**config.mk**
```make
export PLATFORM = sky130hd
export DESIGN_NAME = branch_predictor
export DESIGN_NICKNAME = d
export VERILOG_FILES = /design/src/rtl/branch_predictor.sv
export SDC_FILE = /design/constraint.sdc
export NUM_CORES = 2
export LEC_CHECK = 0
export ABC_AREA = 1
export BUFFER_PORTS_ARGS = -buffer_cell sky130_fd_sc_hd__buf_2
export CAP_MARGIN = 20
export CORE_ASPECT_RATIO = 2
export CORE_UTILIZATION = 55
export CTS_CLUSTER_SIZE = 40
export DETAILED_ROUTE_END_ITERATION = 12
export PLACE_DENSITY = 0.73
export SLEW_MARGIN = 0
export SYNTH_ARGS = -nofsm -noshare
export SYNTH_HDL_FRONTEND = slang
export SYNTH_SLANG_ARGS = --single-unit
```
**constraint.sdc**
```tcl
create_clock -name clk -period 51.3 [get_ports clk]
set_clock_uncertainty 0.15 [all_clocks]
set_input_delay 10.26 -clock clk [delete_from_list [all_inputs] [get_ports clk]]
set_output_delay 10.26 -clock clk [all_outputs]
set_load 0.03 [all_outputs]
```
**src/rtl/branch_predictor.sv**
```systemverilog
// branch_predictor: direct-mapped BTB with 2-bit saturating counters.
// Lookup of the fetch PC is combinational. Resolved branches from execute
// update the table one cycle later. The block also produces the mispredict
// redirect and keeps saturating branch and mispredict statistics.
module branch_predictor #(
  parameter int ENTRIES    = 16,
  parameter int INDEX_BITS = 4
) (
  input  logic        clk,
  input  logic        rst,
  input  logic [31:0] PCF,
  output logic        PredictTakenF,
  output logic [31:0] PredictedPCF,
  input  logic        BranchE,
  input  logic        KillE,
  input  logic [31:0] PCE,
  input  logic        TakenE,
  input  logic [31:0] PCTargetE,
  input  logic        PredictionE,
  input  logic [31:0] PredictedPCE,
  output logic        MispredictE,
  output logic [31:0] RedirectPCE,
  output logic [31:0] BranchCount,
  output logic [31:0] MispredictCount
);

  localparam int TAG_W = 32 - INDEX_BITS - 2;

  // Counter encoding: 00 strong NT, 01 weak NT, 10 weak T, 11 strong T.
  localparam logic [1:0] CTR_RESET = 2'b01;
  localparam logic [1:0] CTR_ALLOC = 2'b10;

  // Saturating increment of a 2-bit prediction counter.
  function automatic logic [1:0] sat_inc(input logic [1:0] c);
    return (c == 2'b11) ? c : c + 2'd1;
  endfunction

  // Saturating decrement of a 2-bit prediction counter.
  function automatic logic [1:0] sat_dec(input logic [1:0] c);
    return (c == 2'b00) ? c : c - 2'd1;
  endfunction

  // Statistics counters stick at all-ones instead of wrapping.
  function automatic logic [31:0] sat_cnt(input logic [31:0] c);
    return (c == 32'hFFFF_FFFF) ? c : c + 32'd1;
  endfunction

  // BTB storage
  logic [ENTRIES-1:0] r_valid;
  logic [TAG_W-1:0]   r_tag    [ENTRIES];
  logic [31:0]        r_target [ENTRIES];
  logic [1:0]         r_ctr    [ENTRIES];

  logic [31:0] r_branch_cnt;
  logic [31:0] r_mispred_cnt;

  // Fetch-side lookup fields
  logic [INDEX_BITS-1:0] w_idx_f;
  logic [TAG_W-1:0]      w_tag_f;
  logic                  w_hit_f;
  logic [31:0]           w_pcf_plus4;

  // Execute-side lookup / resolution fields
  logic [INDEX_BITS-1:0] w_idx_e;
  logic [TAG_W-1:0]      w_tag_e;
  logic                  w_hit_e;
  logic                  w_valid_e;
  logic [31:0]           w_pce_plus4;

  // The low two PC bits never select anything (word-aligned instructions).
  logic w_unused_pc_lsbs;
  assign w_unused_pc_lsbs = ^{PCF[1:0], PCE[1:0]};

  assign w_idx_f     = PCF[INDEX_BITS+1:2];
  assign w_tag_f     = PCF[31:INDEX_BITS+2];
  assign w_pcf_plus4 = PCF + 32'd4;

  assign w_idx_e     = PCE[INDEX_BITS+1:2];
  assign w_tag_e     = PCE[31:INDEX_BITS+2];
  assign w_pce_plus4 = PCE + 32'd4;

  assign w_valid_e   = BranchE & ~KillE;

  // Fetch prediction: reads the pre-update table contents (no write bypass).
  always_comb begin
    w_hit_f       = r_valid[w_idx_f] & (r_tag[w_idx_f] == w_tag_f);
    PredictTakenF = w_hit_f & r_ctr[w_idx_f][1];
    PredictedPCF  = PredictTakenF ? r_target[w_idx_f] : w_pcf_plus4;
  end

  // Execute resolution: detect wrong direction or wrong taken target.
  always_comb begin
    w_hit_e     = r_valid[w_idx_e] & (r_tag[w_idx_e] == w_tag_e);
    MispredictE = w_valid_e &
                  ((TakenE != PredictionE) |
                   (TakenE & PredictionE & (PredictedPCE != PCTargetE)));
    RedirectPCE = TakenE ? PCTargetE : w_pce_plus4;
  end

  // BTB update: train on hits, allocate only on taken misses.
  always_ff @(posedge clk or posedge rst) begin
    if (rst) begin
      r_valid <= '0;
      for (int i = 0; i < ENTRIES; i++) begin
        r_tag[i]    <= '0;
        r_target[i] <= '0;
        r_ctr[i]    <= CTR_RESET;
      end
    end else if (w_valid_e) begin
      if (TakenE) begin
        if (w_hit_e) begin
          r_target[w_idx_e] <= PCTargetE;
          r_ctr[w_idx_e]    <= sat_inc(r_ctr[w_idx_e]);
        end else begin
          r_valid[w_idx_e]  <= 1'b1;
          r_tag[w_idx_e]    <= w_tag_e;
          r_target[w_idx_e] <= PCTargetE;
          r_ctr[w_idx_e]    <= CTR_ALLOC;
        end
      end else if (w_hit_e) begin
        r_ctr[w_idx_e] <= sat_dec(r_ctr[w_idx_e]);
      end
    end
  end

  // Statistics: count every live resolved branch and its mispredictions.
  always_ff @(posedge clk or posedge rst) begin
    if (rst) begin
      r_branch_cnt  <= '0;
      r_mispred_cnt <= '0;
    end else if (w_valid_e) begin
      r_branch_cnt <= sat_cnt(r_branch_cnt);
      if (MispredictE) begin
        r_mispred_cnt <= sat_cnt(r_mispred_cnt);
      end
    end
  end

  assign BranchCount     = r_branch_cnt;
  assign MispredictCount = r_mispred_cnt;

endmodule

```
==> key figures <==
Status
  • Status: complete, no violations

STA
  • Period utilisation layout: 0.504
  • Rel. slew slack: 0.187
  • Final slew viol count: 0
  • Achievable Freq: between 30 and 40 MHz
  • Hold Violations, Final: 0
  • Worst-margin pin slew: roughly 1.2 ns
  • Worst Hold Slack: 0.310 ns
  • RSZ-0062 raised after global routing: false
  • Fin crit period: around 26 ns
  • Setup violators final: 0
  • Setup_tns: 0 ns

Global route
  • Met1 Use GR: 0.471
  • First-pass GRT wire length: between 300,000 and 400,000 um
  • Largest net degree at the start of global routing: 177
  • Final global-route overflow total: 0
  • Number of global-route vias before repair: about 53,000
  • Antenna violations before repair: 11
  • Routing usage on met3: 0.0731
  • Total GRT Usage: 0.399
  • Busiest grt layer: met2
  • Met2 Resource Use GR: 0.649

Logic synthesis
  • Number of synthesized flops with an enable pin: 0
  • Number of synthesis warnings: 0
  • Distinct cells, synth: between 50 and 60
  • Syn Inst Count: between 7,000 and 8,000
  • Ys flop type: dfrtp_1
  • Area share of the leading cell type in the synthesized netlist: 0.448
  • Leading area contributor after synthesis: dfrtp_1
  • Top cells by count, synth: nand2_1 (1,989), o21ai_0 (1,043), dfrtp_1 (1,024), inv_1 (778), a21oi_1 (756)
  • Synthesized area per cell: roughly 7.2 um^2
  • Synthesized Nets: between 8,000 and 9,000
  • Synthesized flop and latch total: around 1,000
  • Mapped cell area: 0.0571 mm^2
  • Top post-synthesis cells by area: dfrtp_1 (45%), nand2_1 (13%), o21ai_0 (9.1%)
  • Post-synthesis sequential area ratio: 0.456
  • Most numerous cell in the Yosys netlist: nand2_1
  • Post-synth ARST share: 1.00

Final layout
  • Fin cells: between 9,000 and 10,000
  • Fin util: 0.603
  • Final nets: roughly 8,000
  • Number of fillers in the final layout: around 9,500
  • P&R area growth vs syn: 8.27%
  • Layout cell share with drive strength beyond 1: 0.0756

Hold path
  • HP Class: register to register

Power
  • Pleak: 29.7 nW
  • NetSw: between 0.6 and 0.7 mW
  • Tot Pwr: 2.20 mW
  • Peak supply drop: about 0.026 mV
  • PD cells: between 30 and 40 mW/mm^2
  • Sw Ratio: 0.315
  • Internal: around 1.5 mW
  • Clock power frac: 0.349
  • Power share of the sequential group: 0.462
  • Comb power frac: 0.189

Critical path
  • Max FO, Critical Path: 36
  • Worst Path Arrival: about 15 ns
  • CP cell instances: buf_4, buf_4, buf_4, nand2_2, buf_4, nor2_1, nand3_1, nor2_1, nand3_1, nor2_1, nand3_1, nor3_1, nand3_1, nor2_1, xor2_1, nand2_1, o21ai_0, buf_2
  • CP bufs+invs: 5
  • Worst Path Required: about 41 ns
  • Startpoint types: input port
  • Worst path top cell family by delay: simple AND/OR/NAND/NOR gates
  • Slowest stage cell on the critical path: nor3_1
  • Critical Path Max Stage Delay: approximately 0.65 ns
  • Critical Path Sink Type: output port
  • Setup CP Type: input port to output port

Clock network
  • CTS H-tree depth: 3
  • CTS max path bufs: 3
  • CTS root buffer: clkbuf_16
  • Worst-skew pair later-pin latency: ~0.73 ns
  • # hold bufs at CTS: 0
  • TritonCTS clock tree: done
  • Post-cts sizing count: 0
  • CTS sink cnt: roughly 1,000
  • Clock transition at path regs: 0.07 ns
  • CTS buffer count: 95
  • Setup bufs post-CTS: 0

Die
  • Cell Rows: 166
  • Area of the die: 0.105 mm^2
  • Die H: about 460 um
  • Top Ports: approximately 260
  • Starting Density: 0.557
  • Die W: approximately 230 um
  • Core area: 0.103 mm^2

Drt
  • Final Routed Wirelength: 211,000 um
  • Via count: 55,800
  • DR WL/cell: roughly 23 um
  • Final ANT Viol Nets: 0
  • DRC errors left: 0
  • DRT iter0 DRCs: 7,048
  • Drt pass-1 iters: 7
  • Vias per cell: between 6 and 7

Placed design
  • Placed cells: roughly 9,000
  • Gp weighted congestion: roughly 1
  • HPWL Detailed: 132,000 um
  • Port bufs: approximately 260

Run
  • Maxcap violations: 0
cells in the final DEF (no fill, tap or decap), types with 73 or more instances in the layout:
master	n
xor2_1	73
nand3_1	444
o21ai_0	1043
dfrtp_1	1024
nor2_1	561
buf_2	258
clkbuf_16	98
a21oi_1	756
nand2_1	1982
buf_4	84
o21ai_1	302
inv_1	774
registers in the layout, summed over array words and instances, names as in the netlist:
register,flops
r_valid,16
MispredictCount,32
r_tag,416
BranchCount,32
r_target,512
r_ctr,32
stage by stage:
stage	instance area, um^2	setup slack, ns
3_5_place_dp	58500	25.78
6_report	61900	25.43
3_3_place_gp	58500	25.87
4_1_cts	61800	25.74
2_1_floorplan	57100	11.65
5_1_grt	61800	25.48
worst paths after layout:
kind / startpoint / to / slack, ns / cells after the start
min in group asynchronous: rst / r_tag[152]$_DFFE_PP0P_ / 9.59 / 2
hold / removal: r_valid[6]$_DFFE_PP0P_ / r_valid[6]$_DFFE_PP0P_ / 0.31 / 2
hold reg to reg: r_valid[6]$_DFFE_PP0P_ / r_valid[6]$_DFFE_PP0P_ / 0.31 / 2
setup reg to reg: r_tag[285]$_DFFE_PP0P_ / r_tag[227]$_DFFE_PP0P_ / 46.24 / 15
setup / recovery: PCF[4] / PredictedPCF[30] / 25.43 / 18
max in group asynchronous: rst / r_ctr[23]$_DFFE_PP0P_ / 37.45 / 6
cells by family after synthesis:
kind of cell | Yosys count | share of synthesized area
adder cells (fa/ha/maj) | 8 | 0.00175
buffers and inverters | 1394 | 0.0984
AND/OR/NAND/NOR | 3166 | 0.226
XOR/XNOR | 139 | 0.0213
flip-flops | 1040 | 0.456
AO/OA/AOI/OAI | 2195 | 0.197
layer usage:
| metal | part of all wire | vias up |
|---|---|---|
| li1 | - | 25400 |
| met3 | 0.10 | 942 |
| met2 | 0.47 | 3337 |
| met5 | 0.00031 | - |
| met4 | 0.083 | 10 |
| met1 | 0.35 | 26100 |
worst reg2reg max path, stage by stage, from the launching register on:
cell	delay, ns
dfrtp_1	0.38
inv_1	0.09
nand2_1	0.06
nand3_1	0.10
nand2_1	0.06
nand2_1	0.07
nand2_1	0.13
o21ai_1	0.37
nand4_1	0.40
nor2_1	0.36
nand3_1	0.25
nor2_4	0.65
nand2_2	0.64
nand2_4	0.97
nand2_1	0.18
o21ai_1	0.12
power groups by stage:
stage,clock network [mW],logic [mW],registers (mW)
2_1_floorplan,0,0.284,1.02
3_5_place_dp,0,0.406,1.03
4_1_cts,0.771,0.408,1.01
5_1_grt,0.803,0.462,1.03
6_report,0.768,0.415,1.02
3_3_place_gp,0,0.395,1.02
area by class of cell:
type / count / area (um^2) / area share
Multi-Input combinational cell: 5508 / 25600 / 0.415
Clock inverter: 34 / 483 / 0.00781
Sequential cell: 1040 / 26000 / 0.421
Tap cell: 1344 / 1680 / 0.0272
Inverter: 817 / 3100 / 0.0501
Timing Repair Buffer: 350 / 2090 / 0.0338
Clock buffer: 139 / 2810 / 0.0454
Antenna cell: 6 / 15.0 / 0.000243
(Power assumes the default switching activity.)
